<file path="src/rtl/hazard_ctrl.sv">
// Pipeline hazard controller: memory freeze, multi-cycle mul/div stall, branch flush, load-use stall.
// Define HAZARD_PERF_EN to build the saturating stall/flush performance counters.
module hazard_ctrl (
    input  logic        clk,
    input  logic        rst,
    input  logic        imem_req,
    input  logic        imem_resp,
    input  logic        dmem_req,
    input  logic        dmem_resp,
    input  logic        ex_mem_read,
    input  logic [4:0]  ex_rd,
    input  logic [4:0]  id_rs1,
    input  logic [4:0]  id_rs2,
    input  logic        ex_muldiv_start,
    input  logic        muldiv_done,
    input  logic        br_taken,
    output logic        load_pc,
    output logic        load_if_id,
    output logic        load_id_ex,
    output logic        load_ex_mem,
    output logic        load_mem_wb,
    output logic        flush_if_id,
    output logic        flush_id_ex,
    output logic        flush_ex_mem,
    output logic        muldiv_busy,
    output logic [31:0] stall_cycles,
    output logic [31:0] flush_count
);

    typedef enum logic {IDLE, BUSY} state_e;

    state_e state_q, state_d;
    logic   mem_stall;
    logic   load_use;
    logic   md_active;

    always_comb begin
        mem_stall = (imem_req & ~imem_resp) | (dmem_req & ~dmem_resp);
        load_use  = ex_mem_read & (ex_rd != 5'd0) &
                    ((ex_rd == id_rs1) | (ex_rd == id_rs2));
        // A mul/div owns the pipe from the cycle it reaches EX until done.
        md_active = (state_q == BUSY) | ex_muldiv_start;
    end

    always_comb begin
        state_d = state_q;
        case (state_q)
            IDLE: if (ex_muldiv_start & ~muldiv_done & ~mem_stall) state_d = BUSY;
            BUSY: if (muldiv_done & ~mem_stall) state_d = IDLE;
            default: state_d = IDLE;
        endcase
    end

    always_comb begin
        load_pc      = 1'b1;
        load_if_id   = 1'b1;
        load_id_ex   = 1'b1;
        load_ex_mem  = 1'b1;
        load_mem_wb  = 1'b1;
        flush_if_id  = 1'b0;
        flush_id_ex  = 1'b0;
        flush_ex_mem = 1'b0;
        if (rst | mem_stall) begin
            load_pc     = 1'b0;
            load_if_id  = 1'b0;
            load_id_ex  = 1'b0;
            load_ex_mem = 1'b0;
            load_mem_wb = 1'b0;
        end else if (md_active & ~muldiv_done) begin
            // Hold front end; drain older work and feed bubbles into MEM.
            load_pc      = 1'b0;
            load_if_id   = 1'b0;
            load_id_ex   = 1'b0;
            flush_ex_mem = 1'b1;
        end else if (md_active) begin
            // Result handoff cycle: everything advances, nothing flushed.
        end else if (br_taken) begin
            flush_if_id = 1'b1;
            flush_id_ex = 1'b1;
        end else if (load_use) begin
            load_pc     = 1'b0;
            load_if_id  = 1'b0;
            flush_id_ex = 1'b1;
        end
    end

    assign muldiv_busy = ~rst & (state_q == BUSY);

    always_ff @(posedge clk) begin
        if (rst) state_q <= IDLE;
        else     state_q <= state_d;
    end

`ifdef HAZARD_PERF_EN
    logic [31:0] stall_cycles_q, stall_cycles_d;
    logic [31:0] flush_count_q,  flush_count_d;

    always_comb begin
        stall_cycles_d = stall_cycles_q;
        flush_count_d  = flush_count_q;
        if (~load_pc & (stall_cycles_q != 32'hFFFF_FFFF))
            stall_cycles_d = stall_cycles_q + 32'd1;
        if (flush_if_id & (flush_count_q != 32'hFFFF_FFFF))
            flush_count_d = flush_count_q + 32'd1;
    end

    always_ff @(posedge clk) begin
        if (rst) begin
            stall_cycles_q <= 32'd0;
            flush_count_q  <= 32'd0;
        end else begin
            stall_cycles_q <= stall_cycles_d;
            flush_count_q  <= flush_count_d;
        end
    end

    assign stall_cycles = stall_cycles_q;
    assign flush_count  = flush_count_q;
`else
    assign stall_cycles = 32'd0;
    assign flush_count  = 32'd0;
`endif

endmodule

</file>
<file path="config.mk">
export PLATFORM = sky130hd
export DESIGN_NAME = hazard_ctrl
export DESIGN_NICKNAME = d
export VERILOG_FILES = /design/src/rtl/hazard_ctrl.sv
export SDC_FILE = /design/constraint.sdc
export NUM_CORES = 1
export LEC_CHECK = 0
export CORE_UTILIZATION = 25
export CTS_CLUSTER_SIZE = 30
export DETAILED_ROUTE_END_ITERATION = 12
export MAX_ROUTING_LAYER = met4
export PLACE_DENSITY = 0.81
export SETUP_SLACK_MARGIN = 0.4
export SLEW_MARGIN = 20
export SYNTH_ARGS = -nofsm -noshare
export SYNTH_HDL_FRONTEND = slang
export SYNTH_SLANG_ARGS = --single-unit
export TNS_END_PERCENT = 1
</file>
<file path="constraint.sdc">
create_clock -name clk -period 1.71 [get_ports clk]
set_input_delay 0.342 -clock clk [delete_from_list [all_inputs] [get_ports clk]]
set_output_delay 0.342 -clock clk [all_outputs]
set_load 0.02 [all_outputs]
</file>
### Yosys cells after proc, flatten, opt, wreduce, memory -nomap -nowiden

Cells that the tools add are included.

* equality and inequality tests: 2
* muxes and demuxes: 22
* bitwise logic cells: 19
* reductions and logical operators: 1

Operators with widths (count)
* 1-bit 2-to-1 mux: 21
* 5-bit == test: 2
* 1-bit bitwise AND: 9
* 1-bit inverter: 6
* 5-bit nonzero test: 1
* 1-bit bitwise OR: 4
* 1-bit case mux with 2 select lines: 1

* register bits: 1
* input port bits: 25
* output and inout port bits: 73
* word-level logic and storage cells: 45

### Logic depth before layout (Yosys ltp)

* depth after elaboration: 8
* depth in mapped cells: 5
* gate-level depth less buffers: 4

### Least setup slack after synthesis

No wires, ideal clock.

* path kind: input port to output port
* start point: input dmem_req
* end point: output load_pc
* arrival: 2033 ps
* data required time: 1368 ps
* path slack: -665 ps
* stages: 5
* buffers on the path: 1
* cell sequence: nor2b_1 > nor3_1 > o21ai_0 > a31oi_1 > buf_4

* cells in the longest elaborated chain, start to end: 4

RTL lines
* start, declared: RTL line 8 `input logic dmem_req,`
* 1-bit bitwise AND: RTL line 38 `mem_stall = (imem_req & ~imem_resp) | (dmem_req & ~dmem_resp);`
* 1-bit bitwise OR: RTL line 38
* 1-bit bitwise OR: RTL line 63 `if (rst | mem_stall) begin`
* 1-bit 2-to-1 mux
* end, declared: RTL line 17 `output logic load_pc,`

Every way passes these cells.

### Worst setup path in the final report

* start point: input ex_rd[2]
* end point: output load_pc

* cells in the longest elaborated chain, start to end: 8
* elaborated cells between the ends (all ways): 11
* those cells by class: 2 x eq/ne; 5 x mux; 3 x bitwise; 1 x reduce/logical

RTL lines
* start, declared: RTL line 11 `input logic [4:0] ex_rd,`
* 5-bit == test / 5-bit nonzero test (equally long branches): RTL line 40, 39
* 1-bit bitwise OR / 1-bit bitwise AND (equally long branches): RTL line 40, 39
* 1-bit bitwise AND *: RTL line 39 `load_use = ex_mem_read & (ex_rd != 5'd0) &`
* 1-bit 2-to-1 mux *: RTL line 80 `end else if (load_use) begin`
* 1-bit 2-to-1 mux *: RTL line 77 `end else if (br_taken) begin`
* 1-bit 2-to-1 mux *: RTL line 75 `end else if (md_active) begin`
* 1-bit 2-to-1 mux *: RTL line 69 `end else if (md_active & ~muldiv_done) begin`
* 1-bit 2-to-1 mux *: RTL line 63

Every way passes the cells marked *; elsewhere a longest branch is shown, timed or not.

==> impl_metrics.yaml <==
run_status:
  outcome: "finished, violations left"
  violations: "setup timing"
worst_setup_path:
  worstPathArrival_ns: 1.51
  path_class: "in -> out"
  reg2reg_to: "state_q$_SDFF_PP0_"
  rr_startpoint: "state_q$_SDFF_PP0_"
  r2r_slack_ns: 0.91
  cp-end-kind: "output port"
  critical_path.startpoint: "ex_rd[2]"
  start_kind: "input pin"
  crit_required_ns: 1.37
  rr_worst_depth: 3
  endpoint: "load_pc"
  worst-path-max-fanout: 2
finish:
  largest_register_ffs: 1
  final_area_sq_um: 1010
  num-fill-cells: 306
  top_register: "state_q"
  final_common_cell: "conb_1"
  layout-drive-gt1-share: 0.289
  nets: 169
  diodes: 0
  reg_top3: "state_q: 1 flops"
  syn2layout_area_growth_pct: 37.0
  layout_common_cells: "conb_1 (64), dlygate4sd2_1 (12), buf_6 (11), buf_4 (11), xnor2_1 (10)"
synthesis:
  yosys.area.top_type: "buf_4"
  synthCells: 101
  synth.top_cell.area_share: 0.669
  ys_seq_area_frac: 0.0270
  synth.avg_cell_area_sq_um: 7.33
  yosys_warnings: 0
  synth_cell_type_count: 21
  syn_area_sq_um: 741
  synth_area_leaders: "buf_4 (67%), xnor2_1 (12%), dfxtp_1 (2.7%), nor2b_1 (2.5%), nand3_1 (1.4%)"
  yosys_register_bits: 1
timing:
  final_max_slew_viol_count: 0
  setup_ws_ns: -0.146
  fin_crit_ns: 1.86
  fin_setup_tns_ns: -0.428
  whs_ns: 0.728
  fmaxAchievable_mhz: 539
  rsz0062_at_grt: "true"
  clock_skew_ns: 0
  setup_viol: 3
  hold_viol_final: 0
  period_share: 1.09
floorplanning:
  die_h_um: 56.4
  start_util: 0.266
  dieArea_sq_um: 3180
  rows: 19
  dieWidth_um: 56.4
  io_pins: 98
  core-area_sq_um: 2780
route:
  avgRoutedWirePerCell_um: 7.62
  drt_wl_total_um: 1320
  detailedRoute.firstPassIterationCount: 1
  vias: 596
  routed_via_density: 3.45
  ant_nets: 0
  drtIter0Drc: 0
  drcViolationCount: 0
clocking:
  clkTransAtPathRegs_ns: 0
  clock_latency_ns: 0
grt:
  top_usage_layer: "met2"
  grt_use_met1: 0.0694
  grt_pass1_vias: 424
  grt_usage: 0.0702
  met2_usage: 0.155
  grt_first_pass_wirelength_um: 1770
  grt_max_degree: 5
  antenna_found_initial: 0
  grt_overflow_total: 0
  grt.met3_usage: 0.00230
place:
  io_buffers: 33
  placed_area_sq_um: 952
  hpwl_um: 1160
  place.gp.congestion: 0.644
pwr:
  peakVddDrop_uv: 177
  powerDensity_nw_per_um2: 336
  p_leak_nw: 0.536
run:
  maxCapViolCount: 0
hold_path:
  hold_path_class: "reg -> reg"
==> Yosys cell counts, drive strengths merged <==
library cell and number:
and2 1, nor3b 1, a211oi 1, a31o 1
nor4b 1, o22ai 1, or4 1, nor2b 3
nor3 2, nand3 2, dfxtp 1, xnor2 10
nor2 2, o21a 1, a31oi 1, buf 66
inv 1, nand2 2, a21oi 1, conb 1
o21ai 1
==> stage by stage <==
step / std cells / power, mW / utilization / worst slack [ns]
6_report: 173 / 0.341 / 0.365 / -0.146
5_1_grt: 173 / 0.362 / 0.365 / -0.186
4_1_cts: 173 / 0.329 / 0.352 / -0.191
3_5_place_dp: 172 / 0.328 / 0.342 / -0.982
3_3_place_gp: 172 / 0.325 / 0.342 / -0.962
2_1_floorplan: 164 / 0.333 / - / -0.104
==> worst max-delay path, cell delays in order <==
cell and delay (ns):
buf_6 0.09, or4_1 0.50, o21a_2 0.25, a31oi_4 0.19, buf_6 0.14
==> how the worst min path moves through the flow <==
| stage | start | to | slack, ns | depth (start not counted) |
|---|---|---|---|---|
| 5_1_grt | state_q$_SDFF_PP0_ | state_q$_SDFF_PP0_ | 0.78 | 3 |
| 6_report | state_q$_SDFF_PP0_ | state_q$_SDFF_PP0_ | 0.73 | 3 |
| 3_5_place_dp | state_q$_SDFF_PP0_ | state_q$_SDFF_PP0_ | 0.64 | 3 |
| 4_1_cts | state_q$_SDFF_PP0_ | state_q$_SDFF_PP0_ | 0.66 | 3 |
| 2_1_floorplan | rst | state_q$_SDFF_PP0_ | 0.41 | 1 |
| 3_3_place_gp | state_q$_SDFF_PP0_ | state_q$_SDFF_PP0_ | 0.64 | 3 |
==> kinds of logic after synthesis <==
| kind of cell | synth area share |
|---|---|
| AO/OA/AOI/OAI | 0.0625 |
| XOR/XNOR | 0.118 |
| buffers and inverters | 0.674 |
| flip-flops | 0.0270 |
| other | 0.00506 |
| AND/OR/NAND/NOR | 0.113 |
==> repair_timing <==
| item | in CTS | in global routing |
|---|---|---|
| pin swaps | 20 | 5 |
| hold buffers | 0 | 0 |
| gates resized for setup | 104 | 9 |
| buffers inserted | 1 | 0 |
| setup endpoints to repair | 10 | 10 |
==> routing by layer <==
| layer | up-vias | part of all wire |
|---|---|---|
| met1 | 261 | 0.29 |
| met3 | 0 | 0.11 |
| met5 | - | 0 |
| li1 | 274 | - |
| met2 | 61 | 0.60 |
| met4 | 0 | 0 |
==> area by class of cell <==
type / instances / area, sq um / area share
timing repair buffer: 44 / 399 / 0.393
inverter: 1 / 3.75 / 0.00370
multi-input combinational: 96 / 553 / 0.545
sequential: 1 / 20.0 / 0.0197
tap: 31 / 38.8 / 0.0382
==> power breakdown <==
group	switching (mW)	internal (mW)	leakage (nW)
clock	0	0	0
sequential	0.000973	0.0254	0.00823
combinational	0.203	0.111	0.528
total	0.204	0.136	0.536
Power figures use the tool's default switching activity.
